===== src/rtl/counter_pkg.sv =====
// Shared definitions for the display refresh path: controller state encoding,
// blank segment code and the BCD-to-7-segment mapping.
package counter_pkg;

  localparam logic [1:0] ST_IDLE     = 2'd0;
  localparam logic [1:0] ST_SHIFT_LO = 2'd1;
  localparam logic [1:0] ST_SHIFT_HI = 2'd2;
  localparam logic [1:0] ST_LATCH    = 2'd3;

  typedef enum logic [1:0] {
    IDLE     = ST_IDLE,
    SHIFT_LO = ST_SHIFT_LO,
    SHIFT_HI = ST_SHIFT_HI,
    LATCH    = ST_LATCH
  } state_e;

  localparam logic [7:0] SEG_BLANK = 8'h00;

  // Segment byte is {dp,g,f,e,d,c,b,a}, active high; non-BCD codes blank the digit.
  function automatic logic [7:0] bcd_to_seg(input logic [3:0] bcd);
    case (bcd)
      4'd0:    return 8'h3F;
      4'd1:    return 8'h06;
      4'd2:    return 8'h5B;
      4'd3:    return 8'h4F;
      4'd4:    return 8'h66;
      4'd5:    return 8'h6D;
      4'd6:    return 8'h7D;
      4'd7:    return 8'h07;
      4'd8:    return 8'h7F;
      4'd9:    return 8'h6F;
      default: return SEG_BLANK;
    endcase
  endfunction

endpackage


===== src/rtl/seg7_encode.sv =====
// Combinational BCD digit to 7-segment byte encoder.
module seg7_encode
  import counter_pkg::*;
(
  input  logic [3:0] bcd,
  output logic [7:0] seg
);

  assign seg = bcd_to_seg(bcd);

endmodule


===== src/rtl/display_refresh_ctrl.sv =====
// Refresh sequencer: snapshots the BCD digits, encodes them to 7-segment and
// shifts the frame MSB-first into external shift registers, then strobes the latch.
module display_refresh_ctrl
  import counter_pkg::*;
#(
  parameter int unsigned DIGITS  = 6,
  parameter int unsigned CLK_DIV = 4
) (
  input  logic                clk,
  input  logic                reset,
  input  logic                ref_clk,
  input  logic [4*DIGITS-1:0] digits,
  output logic                seg_data,
  output logic                seg_sclk,
  output logic                seg_latch,
  output logic                busy,
  output logic                overrun
);

  localparam int unsigned N     = 8 * DIGITS;
  localparam int unsigned DIV_W = (CLK_DIV > 1) ? $clog2(CLK_DIV) : 1;
  localparam int unsigned CNT_W = $clog2(N);
  localparam logic [DIV_W-1:0] DIV_LAST = DIV_W'(CLK_DIV - 1);
  localparam logic [CNT_W-1:0] CNT_LAST = CNT_W'(N - 1);

  logic [N-1:0] frame_c;

  // Most significant digit lands in the top byte so it leaves first.
  for (genvar i = 0; i < DIGITS; i++) begin : g_enc
    seg7_encode u_enc (
      .bcd (digits[4*i +: 4]),
      .seg (frame_c[8*i +: 8])
    );
  end

  state_e           state_q, state_d;
  logic [DIV_W-1:0] div_q, div_d;
  logic [CNT_W-1:0] cnt_q, cnt_d;
  logic [N-1:0]     shreg_q, shreg_d;
  logic             pending_q, pending_d;
  logic             seg_data_q, seg_data_d;
  logic             seg_sclk_q, seg_sclk_d;
  logic             seg_latch_q, seg_latch_d;
  logic             busy_q, busy_d;
  logic             overrun_q, overrun_d;
  logic             div_done;

  assign div_done = (div_q == DIV_LAST);

  always_comb begin
    state_d   = state_q;
    div_d     = div_q;
    cnt_d     = cnt_q;
    shreg_d   = shreg_q;
    pending_d = pending_q;
    overrun_d = 1'b0;

    // A request during a transfer is held once; a second one is dropped.
    if (state_q != IDLE && ref_clk) begin
      if (pending_q) overrun_d = 1'b1;
      else           pending_d = 1'b1;
    end

    case (state_q)
      IDLE: begin
        if (ref_clk) begin
          state_d = SHIFT_LO;
          shreg_d = frame_c;
          cnt_d   = '0;
          div_d   = '0;
        end
      end
      SHIFT_LO: begin
        if (div_done) begin
          div_d   = '0;
          state_d = SHIFT_HI;
        end else begin
          div_d = div_q + DIV_W'(1);
        end
      end
      SHIFT_HI: begin
        if (div_done) begin
          div_d   = '0;
          shreg_d = shreg_q << 1;
          if (cnt_q == CNT_LAST) begin
            state_d = LATCH;
          end else begin
            cnt_d   = cnt_q + CNT_W'(1);
            state_d = SHIFT_LO;
          end
        end else begin
          div_d = div_q + DIV_W'(1);
        end
      end
      LATCH: begin
        if (div_done) begin
          div_d = '0;
          // A held request, or one arriving on this very edge, reloads without idling.
          if (pending_q || ref_clk) begin
            pending_d = 1'b0;
            state_d   = SHIFT_LO;
            shreg_d   = frame_c;
            cnt_d     = '0;
          end else begin
            state_d = IDLE;
          end
        end else begin
          div_d = div_q + DIV_W'(1);
        end
      end
    endcase

    seg_sclk_d  = (state_d == SHIFT_HI);
    seg_latch_d = (state_d == LATCH);
    busy_d      = (state_d != IDLE);
    seg_data_d  = (state_d == SHIFT_LO || state_d == SHIFT_HI) ? shreg_d[N-1] : 1'b0;
  end

  always_ff @(posedge clk or posedge reset) begin
    if (reset) begin
      state_q     <= IDLE;
      div_q       <= '0;
      cnt_q       <= '0;
      shreg_q     <= '0;
      pending_q   <= 1'b0;
      seg_data_q  <= 1'b0;
      seg_sclk_q  <= 1'b0;
      seg_latch_q <= 1'b0;
      busy_q      <= 1'b0;
      overrun_q   <= 1'b0;
    end else begin
      state_q     <= state_d;
      div_q       <= div_d;
      cnt_q       <= cnt_d;
      shreg_q     <= shreg_d;
      pending_q   <= pending_d;
      seg_data_q  <= seg_data_d;
      seg_sclk_q  <= seg_sclk_d;
      seg_latch_q <= seg_latch_d;
      busy_q      <= busy_d;
      overrun_q   <= overrun_d;
    end
  end

  assign seg_data  = seg_data_q;
  assign seg_sclk  = seg_sclk_q;
  assign seg_latch = seg_latch_q;
  assign busy      = busy_q;
  assign overrun   = overrun_q;

endmodule


===== config.mk =====
export PLATFORM = sky130hd
export DESIGN_NAME = display_refresh_ctrl
export DESIGN_NICKNAME = d
export VERILOG_FILES = /design/src/rtl/counter_pkg.sv /design/src/rtl/seg7_encode.sv /design/src/rtl/display_refresh_ctrl.sv
export SDC_FILE = /design/constraint.sdc
export NUM_CORES = 1
export LEC_CHECK = 0
export CAP_MARGIN = 20
export CORE_UTILIZATION = 45
export DETAILED_ROUTE_END_ITERATION = 8
export GPL_ROUTABILITY_DRIVEN = 0
export MAX_ROUTING_LAYER = met4
export PLACE_DENSITY = 0.63
export SLEW_MARGIN = 20
export SYNTH_ARGS = -nofsm -noshare
export SYNTH_HDL_FRONTEND = slang
export SYNTH_HIERARCHICAL = 1
export SYNTH_SLANG_ARGS = --single-unit

===== constraint.sdc =====
create_clock -name clk -period 2.47 [get_ports clk]
set_input_delay 0.494 -clock clk [delete_from_list [all_inputs] [get_ports clk]]
set_output_delay 0.494 -clock clk [all_outputs]
set_load 0.03 [all_outputs]

==> key figures <==
Routing
  – Wire length per cell: 14.0 um
  – DR pass1 iterations: 7
  – DR iter-0 viols: 307
  – DRC Markers: 0
  – Vias: 3063
  – Vias per inst: 5.56
  – Routed WL: 7.73 mm
  – Post-route ant nets: 0

Worst setup path
  – Critical Path AT: 2.15 ns
  – WP data required: 2.69 ns
  – CP max stage delay: 0.64 ns
  – R2r endpoint: shreg_q[5]
  – Crit Path Class: in2reg
  – Slowest stage cell, crit path: clkdlybuf4s50_1
  – Worst reg-to-reg setup slack: 0.67 ns
  – Crit-path cells: clkdlybuf4s50_1, mux2i_1, a21o_1, buf_4, a222oi_1, inv_1
  – Setup crit end kind: flip-flop
  – CP max FO: 38
  – CP Launch Type: input port
  – R2R cell count: 6
  – RR Startpoint: div_q[0]

STA
  – Hold slack: 0.427 ns
  – Clock period minus worst slack: 1.94 ns
  – Final worst path period share: 78.5%
  – RSZ-0062 raised after global routing: no
  – Max-slew violations: 0
  – Final TNS setup: 0 ns
  – Final Setup Violations: 0
  – Fmax: 516 MHz
  – Clk_skew: 0.00882 ns
  – Final hold vios: 0

Global routing
  – First-pass GRT wire length: 13.5 mm
  – GRT Overall Usage: 17.8%
  – Largest net degree at the start of global routing: 47
  – Initial antenna violation count: 0
  – Number of global-route vias before repair: 2920
  – GRT overflow: 0

Clock network
  – Cts repair resizes: 0
  – Worst skew pair latency: 0.34 ns
  – Post CTS Setup Buffer Count: 0
  – CTS buffer count: 9
  – Hold buffer count at CTS: 0
  – Maximum clock insertion buffer count: 2
  – Num Clock Sinks: 64
  – Clock transition at path regs: 0.08 ns
  – H-tree depth: 3
  – CTS root buf: clkbuf_8
  – CTS tree: built

Logic synthesis
  – Synth Net Count: 481
  – Async SR Flop Fraction: 100%
  – Sequential share of the synthesized area: 39.2%
  – Number of synthesized flops with an enable pin: 0
  – Synthesis-stage register bit count: 64
  – Mean Syn Cell Area: 9.89 sq um
  – Synth cell types: 44
  – Cell area after synthesis: 4080 sq um
  – Yosys warning total: 6
  – Syn Inst Count: 413
  – Synth Flop Type: dfrtp_1

Die
  – Die area: 9460 sq um
  – Die Wd: 97.3 um
  – Die Height: 97.3 um
  – FP Rows: 34
  – Core Area: 8760 sq um
  – IO Pins: 32
  – Initial core utilization: 46.6%

Placement
  – HPWL Detailed: 5.30 mm
  – # port buffers: 31

Finish
  – Area Growth Syn to Fin: 15.6%
  – # fillers: 792
  – Layout cells sized above 1: 12.6%
  – Final core occ: 53.9%
  – Antenna diodes: 0
  – Fin nets: 506

Power
  – Lkg Pwr: 2.48 nW
  – Worst vdd ir: 0.000548 V
  – Power Density: 931 nW/um^2

Flow run
  – Maxcap violations: 0

Hold path
  – Hold Crit Class: in2async

Status
  – Status: completed
[kinds of logic (layout without fill, tap and decap cells)]
group                    Yosys count  count (layout)  share of synthesized area [%]
AO/OA/AOI/OAI                    132             132                           25.2
flip-flops                        64              64                           39.2
buffers and inverters            113             143                           12.5
other                              6               6                          0.551
AND/OR/NAND/NOR                   44              44                           6.95
multiplexers                       7               7                           1.72
XOR/XNOR                           6               6                           1.29
adder cells (fa/ha/maj)           41              41                           12.6
[cell type report]
| cell class | instances | area [sq um] | area share [%] |
|---|---|---|---|
| Inverter | 81 | 304 | 6.44 |
| Timing Repair Buffer | 46 | 435 | 9.23 |
| Tap cell | 108 | 135 | 2.86 |
| Clock buffer | 10 | 138 | 2.92 |
| Sequential cell | 64 | 1600 | 33.9 |
| Multi-Input combinational cell | 236 | 1990 | 42.2 |
| Clock inverter | 6 | 116 | 2.47 |
[worst max path at each step]
stage                     startpoint           to  slack, ns
final                        ref_clk   shreg_q[5]       0.53
after global routing         ref_clk  shreg_q[39]       0.39
after CTS                    ref_clk  shreg_q[46]       0.56
after detailed placement     ref_clk  shreg_q[42]       0.19
after global placement       ref_clk   shreg_q[3]       0.24
after floorplan                reset         busy       0.38
[power by group]
| group | switching (W) | internal (W) |
|---|---|---|
| combinational | 0.000853 | 0.000691 |
| clock | 0.000414 | 0.000703 |
| sequential | 0.000271 | 0.00146 |
| total | 0.00154 | 0.00285 |
[Yosys cell counts (3+ instances only)]
cell type  instances  share of area [%]
a22o_1             3               0.64
o21a_1             5               0.92
xnor2_1            6                1.3
nor2_1            11                1.0
conb_1             6               0.55
o21ai_0           16                2.0
and3_1             4               0.61
o22ai_1           22                3.4
dfrtp_1           64                 39
nand3_1            3               0.37
inv_2              4               0.37
ha_1              41                 13
buf_6              8                2.2
inv_1             77                7.1
o21ai_2            3               0.64
nand2b_4           4                1.3
a222oi_1          46                 11
a21oi_1           16                2.0
buf_4              7                1.3
mux2i_1            7                1.7
clkbuf_1          16                1.5
a21o_2             4               0.86
nand2_1            8               0.74
a21o_1             5               0.92
[placed cells by master, fill, tap and decap left out, types with 2 or more instances in the layout]
cell	n
o31ai_1	2
dfrtp_1	64
and3_1	4
a21o_1	5
clkbuf_8	10
inv_2	5
nand3_1	3
a21o_2	4
clkinv_4	3
xnor2_1	6
mux2i_1	7
a21oi_1	16
o22ai_2	2
nor2_1	11
bufinv_16	3
a222oi_1	46
clkdlybuf4s50_1	31
nand2b_1	2
a21oi_2	2
conb_1	6
inv_1	76
o21a_1	5
nand2b_4	4
nand2_1	8
a22o_1	3
o22ai_1	22
o21ai_2	3
nor2b_4	2
nand3b_1	2
buf_4	14
or4_1	2
o21ai_0	16
ha_1	41
[layer usage]
metal / global-route usage, % / share of wire, % / vias up
li1: - / - / 1521
met1: 24.5 / 51 / 1483
met2: 26.8 / 45 / 55
met3: 2.73 / 3.5 / 4
met4: 6.45 / 0.89 / 0
met5: - / 0 / -
[metrics by stage]
step | cell area, sq um | std cells | setup slack (ns) | total power [W]
finish | 4720 | 551 | 0.531 | 0.00439
CTS | 4720 | 551 | 0.557 | 0.00445
floorplan | 4080 | 413 | 0.378 | 0.00284
detailed placement | 4470 | 535 | 0.195 | 0.00330
global placement | 4470 | 535 | 0.241 | 0.00325
global route | 4720 | 551 | 0.386 | 0.00474
[critical path: cells and delay by family]
kind,cells,cell delay [ns]
muxes,1,0.15
AOI/OAI and AO/OA,2,0.52
buffers and inverters,3,0.98
[registers in the layout (all words and copies together), names as in the netlist, 2 cells and up]
register	cells
shreg_q	48
cnt_q	6
div_q	2
state_q	2
No activity file was read; power rests on OpenSTA's default activity.
